File: src/rtl/ds1302_control_module_if.sv
// Bus between the DS1302 controller and the serial shift stage.
interface ds1302_control_module_if;
    // Handshake: the master raises Start_Sig (2'b10 write, 2'b01 read) together
    // with Words_Addr/Write_Data and holds all three unchanged until it samples
    // Done_Sig=1. The slave pulses Done_Sig for one cycle with Read_Data valid in
    // that same cycle. Start_Sig=2'b00 means no request is outstanding.
    logic [1:0] Start_Sig;
    logic [7:0] Words_Addr;
    logic [7:0] Write_Data;
    logic [7:0] Read_Data;
    logic       Done_Sig;

    modport master (
        output Start_Sig, Words_Addr, Write_Data,
        input  Read_Data, Done_Sig
    );

    modport slave (
        input  Start_Sig, Words_Addr, Write_Data,
        output Read_Data, Done_Sig
    );
endinterface

File: src/rtl/ds1302_control_module.sv
// DS1302 sequencer: clears write-protect after reset, polls sec/min/hour at a
// fixed period, and writes a new time when requested. Every transaction runs
// ISSUE -> WAIT -> GAP; a timeout abandons the rest of the sequence.
module ds1302_control_module #(
    parameter logic [23:0] POLL_CYCLES    = 24'd5_000_000,
    parameter logic [15:0] TIMEOUT_CYCLES = 16'd50_000
) (
    input  logic       CLK,
    input  logic       RESET,
    input  logic       Set_Sig,
    input  logic [7:0] Set_Sec,
    input  logic [7:0] Set_Min,
    input  logic [7:0] Set_Hour,
    ds1302_control_module_if.master bus,
    output logic [7:0] Sec_Data,
    output logic [7:0] Min_Data,
    output logic [7:0] Hour_Data,
    output logic       Update_Sig,
    output logic       Busy,
    output logic       Err_Sig,
    output logic [3:0] o_dbg_state,
    output logic [1:0] o_dbg_phase
);
    typedef enum logic [3:0] {
        ST_INIT_WP, ST_IDLE, ST_SET_HR, ST_SET_MIN, ST_SET_SEC,
        ST_RD_SEC, ST_RD_MIN, ST_RD_HR, ST_REPORT
    } state_t;
    typedef enum logic [1:0] {PH_ISSUE, PH_WAIT, PH_GAP} phase_t;

    state_t r_state, w_state_n, w_seq;
    phase_t r_phase, w_phase_n;
    logic [1:0]  r_start, w_start_n;
    logic [7:0]  r_addr, w_addr_n, r_wdata, w_wdata_n;
    logic [7:0]  r_sec, w_sec_n, r_min, w_min_n, r_hour, w_hour_n;
    logic [23:0] r_poll, w_poll_n;
    logic [15:0] r_to, w_to_n;
    logic        r_gap, w_gap_n, r_abort, w_abort_n, r_err, w_err_n;
    logic        r_update, r_busy, w_set_start;
    logic        r_pend, w_pend_n;
    logic [7:0]  r_pb_sec, r_pb_min, r_pb_hour, w_pb_sec_n, w_pb_min_n, w_pb_hour_n;
    logic [7:0]  r_act_sec, r_act_min, r_act_hour, w_act_sec_n, w_act_min_n, w_act_hour_n;
    logic [17:0] w_cmd, w_cmd_nxt;

    // Command {Start_Sig, Words_Addr, Write_Data} for a transaction state.
    function automatic logic [17:0] cmd_of(input state_t s, input logic [7:0] hr,
                                           input logic [7:0] mn, input logic [7:0] sc);
        case (s)
            ST_INIT_WP: cmd_of = {2'b10, 8'h8E, 8'h00};
            ST_SET_HR:  cmd_of = {2'b10, 8'h84, hr};
            ST_SET_MIN: cmd_of = {2'b10, 8'h82, mn};
            ST_SET_SEC: cmd_of = {2'b10, 8'h80, sc & 8'h7F};  // CH=0 keeps oscillator running
            ST_RD_SEC:  cmd_of = {2'b01, 8'h81, 8'h00};
            ST_RD_MIN:  cmd_of = {2'b01, 8'h83, 8'h00};
            ST_RD_HR:   cmd_of = {2'b01, 8'h85, 8'h00};
            default:    cmd_of = 18'd0;
        endcase
    endfunction

    // Successor of a transaction state once its transfer completes.
    function automatic state_t seq_next(input state_t s);
        case (s)
            ST_SET_HR:  seq_next = ST_SET_MIN;
            ST_SET_MIN: seq_next = ST_SET_SEC;
            ST_RD_SEC:  seq_next = ST_RD_MIN;
            ST_RD_MIN:  seq_next = ST_RD_HR;
            ST_RD_HR:   seq_next = ST_REPORT;
            default:    seq_next = ST_IDLE;
        endcase
    endfunction

    // Next-state and next-output logic for the sequencer.
    always_comb begin
        w_state_n    = r_state;
        w_phase_n    = r_phase;
        w_start_n    = r_start;
        w_addr_n     = r_addr;
        w_wdata_n    = r_wdata;
        w_sec_n      = r_sec;
        w_min_n      = r_min;
        w_hour_n     = r_hour;
        w_poll_n     = r_poll;
        w_to_n       = r_to;
        w_gap_n      = r_gap;
        w_abort_n    = r_abort;
        w_err_n      = r_err;
        w_pend_n     = r_pend;
        w_pb_sec_n   = r_pb_sec;
        w_pb_min_n   = r_pb_min;
        w_pb_hour_n  = r_pb_hour;
        w_act_sec_n  = r_act_sec;
        w_act_min_n  = r_act_min;
        w_act_hour_n = r_act_hour;
        w_set_start  = 1'b0;
        w_seq        = seq_next(r_state);
        w_cmd        = cmd_of(r_state, r_act_hour, r_act_min, r_act_sec);
        w_cmd_nxt    = cmd_of(w_seq, r_act_hour, r_act_min, r_act_sec);

        case (r_state)
            ST_IDLE: begin
                if (r_pend) begin
                    // A pending set wins over a poll; its values are frozen here
                    // so a later Set_Sig only refills the buffer.
                    w_state_n    = ST_SET_HR;
                    w_phase_n    = PH_ISSUE;
                    w_abort_n    = 1'b0;
                    w_set_start  = 1'b1;
                    w_act_sec_n  = r_pb_sec;
                    w_act_min_n  = r_pb_min;
                    w_act_hour_n = r_pb_hour;
                end else if (r_poll == POLL_CYCLES - 24'd1) begin
                    w_state_n = ST_RD_SEC;
                    w_phase_n = PH_ISSUE;
                    w_abort_n = 1'b0;
                    w_poll_n  = 24'd0;
                end else begin
                    w_poll_n = r_poll + 24'd1;
                end
            end
            ST_REPORT: begin
                w_state_n = ST_IDLE;
                w_phase_n = PH_ISSUE;
            end
            default: begin
                case (r_phase)
                    PH_ISSUE: begin
                        {w_start_n, w_addr_n, w_wdata_n} = w_cmd;
                        w_to_n    = 16'd0;
                        w_phase_n = PH_WAIT;
                    end
                    PH_WAIT: begin
                        if (bus.Done_Sig) begin
                            w_start_n = 2'b00;
                            w_phase_n = PH_GAP;
                            w_gap_n   = 1'b0;
                            if (r_state == ST_RD_SEC) w_sec_n  = bus.Read_Data & 8'h7F;
                            if (r_state == ST_RD_MIN) w_min_n  = bus.Read_Data & 8'h7F;
                            if (r_state == ST_RD_HR)  w_hour_n = bus.Read_Data;
                        end else if (r_to == TIMEOUT_CYCLES - 16'd1) begin
                            w_start_n = 2'b00;
                            w_err_n   = 1'b1;
                            w_abort_n = 1'b1;
                            w_phase_n = PH_GAP;
                            w_gap_n   = 1'b0;
                        end else begin
                            w_to_n = r_to + 16'd1;
                        end
                    end
                    default: begin
                        // Two quiet cycles; the following transfer is issued on
                        // the exit edge so exactly two idle cycles separate commands.
                        if (!r_gap) begin
                            w_gap_n = 1'b1;
                        end else if (r_abort || w_seq == ST_IDLE || w_seq == ST_REPORT) begin
                            w_state_n = r_abort ? ST_IDLE : w_seq;
                            w_phase_n = PH_ISSUE;
                        end else begin
                            w_state_n = w_seq;
                            w_phase_n = PH_WAIT;
                            w_to_n    = 16'd0;
                            {w_start_n, w_addr_n, w_wdata_n} = w_cmd_nxt;
                        end
                    end
                endcase
            end
        endcase

        // Set requests are accepted in any state; the newest one wins.
        if (Set_Sig) begin
            w_pend_n    = 1'b1;
            w_pb_sec_n  = Set_Sec;
            w_pb_min_n  = Set_Min;
            w_pb_hour_n = Set_Hour;
        end else if (w_set_start) begin
            w_pend_n = 1'b0;
        end
    end

    // State and output registers with synchronous reset.
    always_ff @(posedge CLK) begin
        if (RESET) begin
            r_state    <= ST_INIT_WP;
            r_phase    <= PH_ISSUE;
            r_start    <= 2'b00;
            r_addr     <= 8'h00;
            r_wdata    <= 8'h00;
            r_sec      <= 8'h00;
            r_min      <= 8'h00;
            r_hour     <= 8'h00;
            r_poll     <= 24'd0;
            r_to       <= 16'd0;
            r_gap      <= 1'b0;
            r_abort    <= 1'b0;
            r_err      <= 1'b0;
            r_update   <= 1'b0;
            r_busy     <= 1'b0;
            r_pend     <= 1'b0;
            r_pb_sec   <= 8'h00;
            r_pb_min   <= 8'h00;
            r_pb_hour  <= 8'h00;
            r_act_sec  <= 8'h00;
            r_act_min  <= 8'h00;
            r_act_hour <= 8'h00;
        end else begin
            r_state    <= w_state_n;
            r_phase    <= w_phase_n;
            r_start    <= w_start_n;
            r_addr     <= w_addr_n;
            r_wdata    <= w_wdata_n;
            r_sec      <= w_sec_n;
            r_min      <= w_min_n;
            r_hour     <= w_hour_n;
            r_poll     <= w_poll_n;
            r_to       <= w_to_n;
            r_gap      <= w_gap_n;
            r_abort    <= w_abort_n;
            r_err      <= w_err_n;
            r_update   <= (w_state_n == ST_REPORT);
            r_busy     <= (w_state_n != ST_IDLE);
            r_pend     <= w_pend_n;
            r_pb_sec   <= w_pb_sec_n;
            r_pb_min   <= w_pb_min_n;
            r_pb_hour  <= w_pb_hour_n;
            r_act_sec  <= w_act_sec_n;
            r_act_min  <= w_act_min_n;
            r_act_hour <= w_act_hour_n;
        end
    end

    assign bus.Start_Sig  = r_start;
    assign bus.Words_Addr = r_addr;
    assign bus.Write_Data = r_wdata;
    assign Sec_Data       = r_sec;
    assign Min_Data       = r_min;
    assign Hour_Data      = r_hour;
    assign Update_Sig     = r_update;
    assign Busy           = r_busy;
    assign Err_Sig        = r_err;
    assign o_dbg_state    = r_state;
    assign o_dbg_phase    = r_phase;
endmodule

File: src/flat_wrapper.sv
// flat-port wrapper written by rule: the top's interface ports become plain ports
module ds1302_control_module_flat 
#(
    parameter logic [23:0] POLL_CYCLES    = 24'd5_000_000,
    parameter logic [15:0] TIMEOUT_CYCLES = 16'd50_000
)
  (CLK, RESET, Set_Sig, Set_Sec, Set_Min, Set_Hour, Sec_Data, Min_Data, Hour_Data, Update_Sig, Busy, Err_Sig, o_dbg_state, o_dbg_phase, bus_Start_Sig, bus_Words_Addr, bus_Write_Data, bus_Read_Data, bus_Done_Sig);
  ds1302_control_module_if bus_i ();
  input  logic CLK;
  input  logic RESET;
  input  logic Set_Sig;
  input  logic [7:0] Set_Sec;
  input  logic [7:0] Set_Min;
  input  logic [7:0] Set_Hour;
  output logic [7:0] Sec_Data;
  output logic [7:0] Min_Data;
  output logic [7:0] Hour_Data;
  output logic Update_Sig;
  output logic Busy;
  output logic Err_Sig;
  output logic [3:0] o_dbg_state;
  output logic [1:0] o_dbg_phase;
  output wire logic [$bits(bus_i.Start_Sig)-1:0] bus_Start_Sig;
  output wire logic [$bits(bus_i.Words_Addr)-1:0] bus_Words_Addr;
  output wire logic [$bits(bus_i.Write_Data)-1:0] bus_Write_Data;
  input wire logic [$bits(bus_i.Read_Data)-1:0] bus_Read_Data;
  input wire logic [$bits(bus_i.Done_Sig)-1:0] bus_Done_Sig;
  assign bus_Start_Sig = bus_i.Start_Sig;
  assign bus_Words_Addr = bus_i.Words_Addr;
  assign bus_Write_Data = bus_i.Write_Data;
  assign bus_i.Read_Data = bus_Read_Data;
  assign bus_i.Done_Sig = bus_Done_Sig;
  ds1302_control_module #(.POLL_CYCLES(POLL_CYCLES), .TIMEOUT_CYCLES(TIMEOUT_CYCLES)) u_core (.CLK(CLK), .RESET(RESET), .Set_Sig(Set_Sig), .Set_Sec(Set_Sec), .Set_Min(Set_Min), .Set_Hour(Set_Hour), .bus(bus_i), .Sec_Data(Sec_Data), .Min_Data(Min_Data), .Hour_Data(Hour_Data), .Update_Sig(Update_Sig), .Busy(Busy), .Err_Sig(Err_Sig), .o_dbg_state(o_dbg_state), .o_dbg_phase(o_dbg_phase));
endmodule
File: config.mk
export PLATFORM = sky130hd
export DESIGN_NAME = ds1302_control_module_flat
export DESIGN_NICKNAME = d
export VERILOG_FILES = /design/src/rtl/ds1302_control_module_if.sv /design/src/rtl/ds1302_control_module.sv /design/src/flat_wrapper.sv
export SDC_FILE = /design/constraint.sdc
export NUM_CORES = 1
export LEC_CHECK = 0
export ABC_CLOCK_PERIOD_IN_PS = 5300
export BUFFER_PORTS_ARGS = -buffer_cell sky130_fd_sc_hd__buf_2
export CAP_MARGIN = 20
export CORE_ASPECT_RATIO = 1.1
export CORE_MARGIN = 1.5
export CORE_UTILIZATION = 61
export DETAILED_ROUTE_END_ITERATION = 16
export PLACE_DENSITY = 0.94
export SYNTH_ARGS = -nofsm -noshare
export SYNTH_HDL_FRONTEND = slang
export SYNTH_SLANG_ARGS = --single-unit
File: constraint.sdc
create_clock -name CLK -period 5.3 [get_ports CLK]
set_input_delay 0.795 -clock CLK [delete_from_list [all_inputs] [get_ports CLK]]
set_output_delay 0.795 -clock CLK [all_outputs]
set_load 0.02 [all_outputs]
* Word-level counts from Yosys, hierarchy flattened *
Cells that the tools add are included.

cells by class
  $add $sub $neg = 2
  bitwise gates (word level) = 6
  equal/unequal tests = 29
  muxes and demuxes = 48
  reduce and logical (&&, ||, !) cells = 25

operator list
  cell                                                                number
  18-bit case mux with 7 select lines                                 2
  16-bit two-way mux                                                  4
  4-bit by 3-bit == test with 1-bit output (second input constant)    8
  8-bit two-way mux                                                   4
  16-bit case mux with 2 select lines                                 1
  8-bit case mux with 2 select lines                                  2
  24-bit by 1-bit adder with 24-bit output (second input constant)    1
  24-bit by 23-bit == test with 1-bit output (second input constant)  1
  24-bit two-way mux                                                  1
  4-bit two-way mux                                                   6
  4-bit AND reduction                                                 6
  4-bit case mux with 5 select lines                                  1
  2-bit two-way mux                                                   9
  16-bit by 1-bit adder with 16-bit output (second input constant)    1
  16-bit == test (second input constant)                              1
  4-bit by 2-bit == test with 1-bit output (second input constant)    4
  4-bit == test (second input constant)                               3
  1-bit two-way mux                                                   12
  2-bit case mux with 2 select lines                                  3
  5-bit AND reduction                                                 2
  4-bit by 1-bit == test with 1-bit output (second input constant)    2
  4-bit zero test                                                     2
  4-bit case mux with 2 select lines                                  1
  2-bit nonzero test                                                  4
  17 further kinds                                                    29

word-level totals
  register bits after elaboration = 138
  input bits = 36
  logic and storage cells = 132
  output and inout bits = 51

* Logic depth before layout (Yosys ltp) *
  depth after elaboration = 10
  gate-level depth with buffers = 9
  gate-level depth less buffers = 6

* Worst setup path after synthesis *
Ideal clock, no wire load.

  path kind = register -> register
  start = register u_core.r_poll[0] (netlist name)
  end = register u_core.r_to[12]
  arrival time = 2.031 ns
  required time = 5.175 ns
  library setup time = 0.125 ns
  buffers on the path = 1
  period minus slack after synthesis = 2.156 ns
  slack = 3.144 ns
  cell stages (with the launch flop) = 8
  cell sequence = dfxtp_1 > ha_1 > nand2_1 > or4_4 > o21a_4 > o31ai_4 > buf_6 > a21oi_1

RTL lines
  what                  RTL line                      RTL
  to (signal assigned)  ds1302_control_module.sv:213  r_to <= w_to_n;
  to (decl)             ds1302_control_module.sv:36   logic [15:0] r_to, w_to_n;

* Worst setup path after layout *
  start = register u_core.r_state[0], in the netlist u_core.o_dbg_state[0]
  end = register u_core.r_to[3]

between the ends
  cells in the longest elaborated chain, start to end = 7
  elaborated cells on any way between the ends = 16
  those cells by class = eq/ne (10); mux (1); bitwise (1); reduce/logical (4)

RTL lines
  what                                                                                                  RTL line                      RTL
  from (decl)                                                                                           ds1302_control_module.sv:30   state_t r_state, w_state_n, w_seq;
  from (signal assigned)                                                                                ds1302_control_module.sv:204  r_state <= w_state_n;
  4-bit by 3-bit == test with 1-bit output or 4-bit by 2-bit == test with 1-bit output (tied branches)  ds1302_control_module.sv:61   case (s)
  4-bit case mux with 5 select lines                                                                    ds1302_control_module.sv:61
  4-bit by 1-bit == test with 1-bit output                                                              ds1302_control_module.sv:153  end else if (r_abort || w_seq == ST_IDLE || w_seq == ST_REPORT) begin
  1-bit logical OR (2 in series)                                                                        ds1302_control_module.sv:153
  3-bit inequality test (no line)                                                                       -
  5-bit AND reduction (no line) (*)                                                                     -

Every way passes the cells marked *; elsewhere a longest branch is shown, timed or not.
A chain may end at the register's enable or synchronous reset.

==> summary.md <==
| Metric | Value |
|---|---|
| WL/cell | 17.74 um |
| Placed Cells | 883 |
| RSZ-0062 raised after global routing | false |
| Setup TNS | 0 ns |
| EDFF count, synth | 0 |
| Final Hold Fails | 0 |
| CTS-repair resized insts | 0 |
| Total Power | 0.002509 W |
| Final setup skew | 0.009122 ns |
| Hpwl dp | 10.26 mm |
| Critical Path Fanout Max | 28 |
| Synth cell count leaders | dfxtp_1, nand2_1, nor2_1 |
| Vias in the first global route | approximately 5600 |
| Root Driver | clkbuf_8 |
| Syn Inst Count | 730 |
| Iteration-0 DRC Markers | 630 |
| # Post-CTS Setup Buffers | 0 |
| Required @ worst endpoint | ~5.8 ns |
| Starting Density | about 63% |
| CTS tree | done |
| Layout cells sized above 1 | between 15 and 20% |
| Hold_ws | 0.4554 ns |
| PD cells | 349.1 nW/um^2 |
| Synth-to-layout area growth | 14.12% |
| Post-layout min period | 3.037 ns |
| Avg Inst Size Synth | 8.628 um^2 |
| CORE AREA | 9937 um^2 |
| Final wirelength | 16.23 mm |
| CTS Buf Count | 17 |
| Die W | 99.89 um |
| Tcrit/Tclk final | 57.31% |
| Slew @ Worst Pin | roughly 1.1 ns |
| Endpoints failing setup | 0 |
| Hold Path Class | reg -> reg |
| Synth Register Bits | 135 |
| Most frequent cell after synthesis | dfxtp_1 |
| Sequential area share after synthesis | 42.91% |
| Die height | between 100 and 150 um |
| DRT Pass-1 Iters | 6 |
| # diodes | 0 |
| WP data arrival | 3.50 ns |
| Global route overflow | 0 |
| Antenna violations before repair | 0 |
| Slew headroom | 27.37% |
| Post-synth top area cell | dfxtp_1 |
| Worst-Skew Late Latency | 0.53 ns |
| Port Buf Inserts | 80 |
| Area contributors post-synth | dfxtp_1, mux2i_1, nand2_1 |
| H-tree Lvls | 4 |
| Fin. max-slew vios | 0 |
| R2r setup slk | about 2.3 ns |
| DRC | 0 |
| CTS Hold Bufs | 0 |
| Result of the run | completed |
| Asr flop ratio synth | 0% |
| Post-Place Setup Slack | 2.411 ns |
| YS warnings | 0 |
| Largest net degree at the start of global routing | 81 |
| First-pass GRT wire length | 26.31 mm |
| Max cap viols | 0 |
| Maximum buffer depth of the clock tree | 2 |
| Non-filler instance count after layout | ~920 |
| Cell row count | 38 |
| Total clock sinks | 135 |
| GRT Util Overall | between 30% and 40% |
| Share of the synthesized area in the top cell type | a little over two fifths |
| ANT nets after route | 0 |
| Cell variety after synth | 65 |
| VDD IR max | 0.2434 mV |
| Via count | 6001 |
| Worst Setup Path Type | reg -> reg |
| I/O pins | 87 |
| Synth Cell Area | ~6300 um^2 |
| Ys flop type | dfxtp_1 |
| Fin worst setup slack | ~2.3 ns |
| Setup crit end kind | register |
| Clock transition at path regs | 0.06 ns |
| Leakage | 2.764 nW |
| DR vias/cell | 6.558 |
| CP Launch Type | register |
| Final Net Count | between 800 and 900 |
| Final RePlAce weighted congestion | between 0.8 and 0.9 |
| Max Fclk | 329.2 MHz |
| Die ar. | between 10000 and 15000 um^2 |
-- stage by stage --
step                util [%]  cell area, um^2
finish                 72.34             7188
global route           72.34             7188
CTS                    72.34             7188
detailed placement     66.57             6615
global placement       66.57             6615
floorplan                  -             6314
-- worst max-delay path, stage by stage (launching register included) --
cell     delay, ns
dfxtp_1       0.93
buf_4         0.41
nor2_1        0.12
o21ai_1       0.26
nand3_2       0.45
or4_1         0.65
a21oi_1       0.15
-- sequential cells by signal, indices dropped and copies added, names as in the netlist, 2 cells and up --
signal and flops:
u_core.r_poll 24, u_core.o_dbg_phase 2, u_core.Min_Data 7, u_core.r_act_min 8, u_core.r_act_hour 8, u_core.bus.Start_Sig 2, u_core.r_pb_hour 8, u_core.r_pb_sec 7
u_core.Hour_Data 8, u_core.bus.Write_Data 8, u_core.r_act_sec 7, u_core.r_to 16, u_core.Sec_Data 7, u_core.o_dbg_state 4, u_core.bus.Words_Addr 5, u_core.r_pb_min 8
-- layout by cell type, fill, tap and decap left out, types with 3 or more instances in the layout --
| cell type | n |
|---|---|
| inv_1 | 6 |
| a31oi_1 | 18 |
| xnor2_1 | 9 |
| a211oi_1 | 9 |
| nand4_1 | 17 |
| mux2i_1 | 49 |
| nand2_1 | 92 |
| and2_1 | 4 |
| and4_1 | 8 |
| o211ai_1 | 3 |
| clkbuf_16 | 16 |
| xor2_1 | 5 |
| clkinv_2 | 3 |
| clkinvlp_4 | 3 |
| clkbuf_8 | 3 |
| nand3_1 | 29 |
| nor4_1 | 6 |
| a21oi_1 | 66 |
| buf_2 | 80 |
| nor2b_1 | 10 |
| o31ai_1 | 15 |
| or4_1 | 18 |
| a41oi_1 | 3 |
| nor3_1 | 7 |
| dfxtp_1 | 135 |
| a311oi_1 | 6 |
| conb_1 | 5 |
| a32o_1 | 8 |
| or2_2 | 4 |
| and3_1 | 7 |
| buf_4 | 4 |
| or3_1 | 6 |
| o21ai_0 | 23 |
| nor4b_1 | 3 |
| nor2_1 | 69 |
-- logic make-up after synthesis --
family / share of synthesized area, %
mux: 7.787
compound gates: 17.48
simple gates: 24.63
flops: 42.91
fa+ha+maj: 0.3972
buf+inv: 4.787
other cells: 0.05954
xor+xnor: 1.947
-- routing by layer --
metal	share of wire (%)	vias to the layer above	track usage, %
met3	8.0	70	7.247
met2	50	346	51.17
met1	39	2800	35.41
li1	-	2785	-
met5	0	-	0
met4	3.4	0	16.60
-- final timing paths --
check,start,end,cells after the start
worst max-delay path,u_core.o_dbg_state[0],u_core.r_to[3],6
worst min register to register,u_core.r_pb_sec[4],u_core.r_act_sec[4],2
worst min-delay path,u_core.r_pb_sec[4],u_core.r_act_sec[4],2
worst max register to register,u_core.o_dbg_state[0],u_core.r_to[3],6
-- area by class of cell --
| class | count | area [um^2] |
|---|---|---|
| Fill cell | 651 | 2749 |
| Multi-Input combinational cell | 538 | 3309 |
| Inverter | 6 | 22.52 |
| Clock inverter | 11 | 123.9 |
| Sequential cell | 135 | 2703 |
| Timing Repair Buffer | 84 | 430.4 |
| Tap cell | 120 | 150.1 |
| Clock buffer | 21 | 449.2 |
-- power breakdown --
group          internal (W)  switching (W)  total (W)
Clock              0.000694       0.000449    0.00114
Sequential          0.00105      0.0000352    0.00109
Combinational     0.0000938       0.000182   0.000276
No activity file was read; power rests on OpenSTA's default activity.
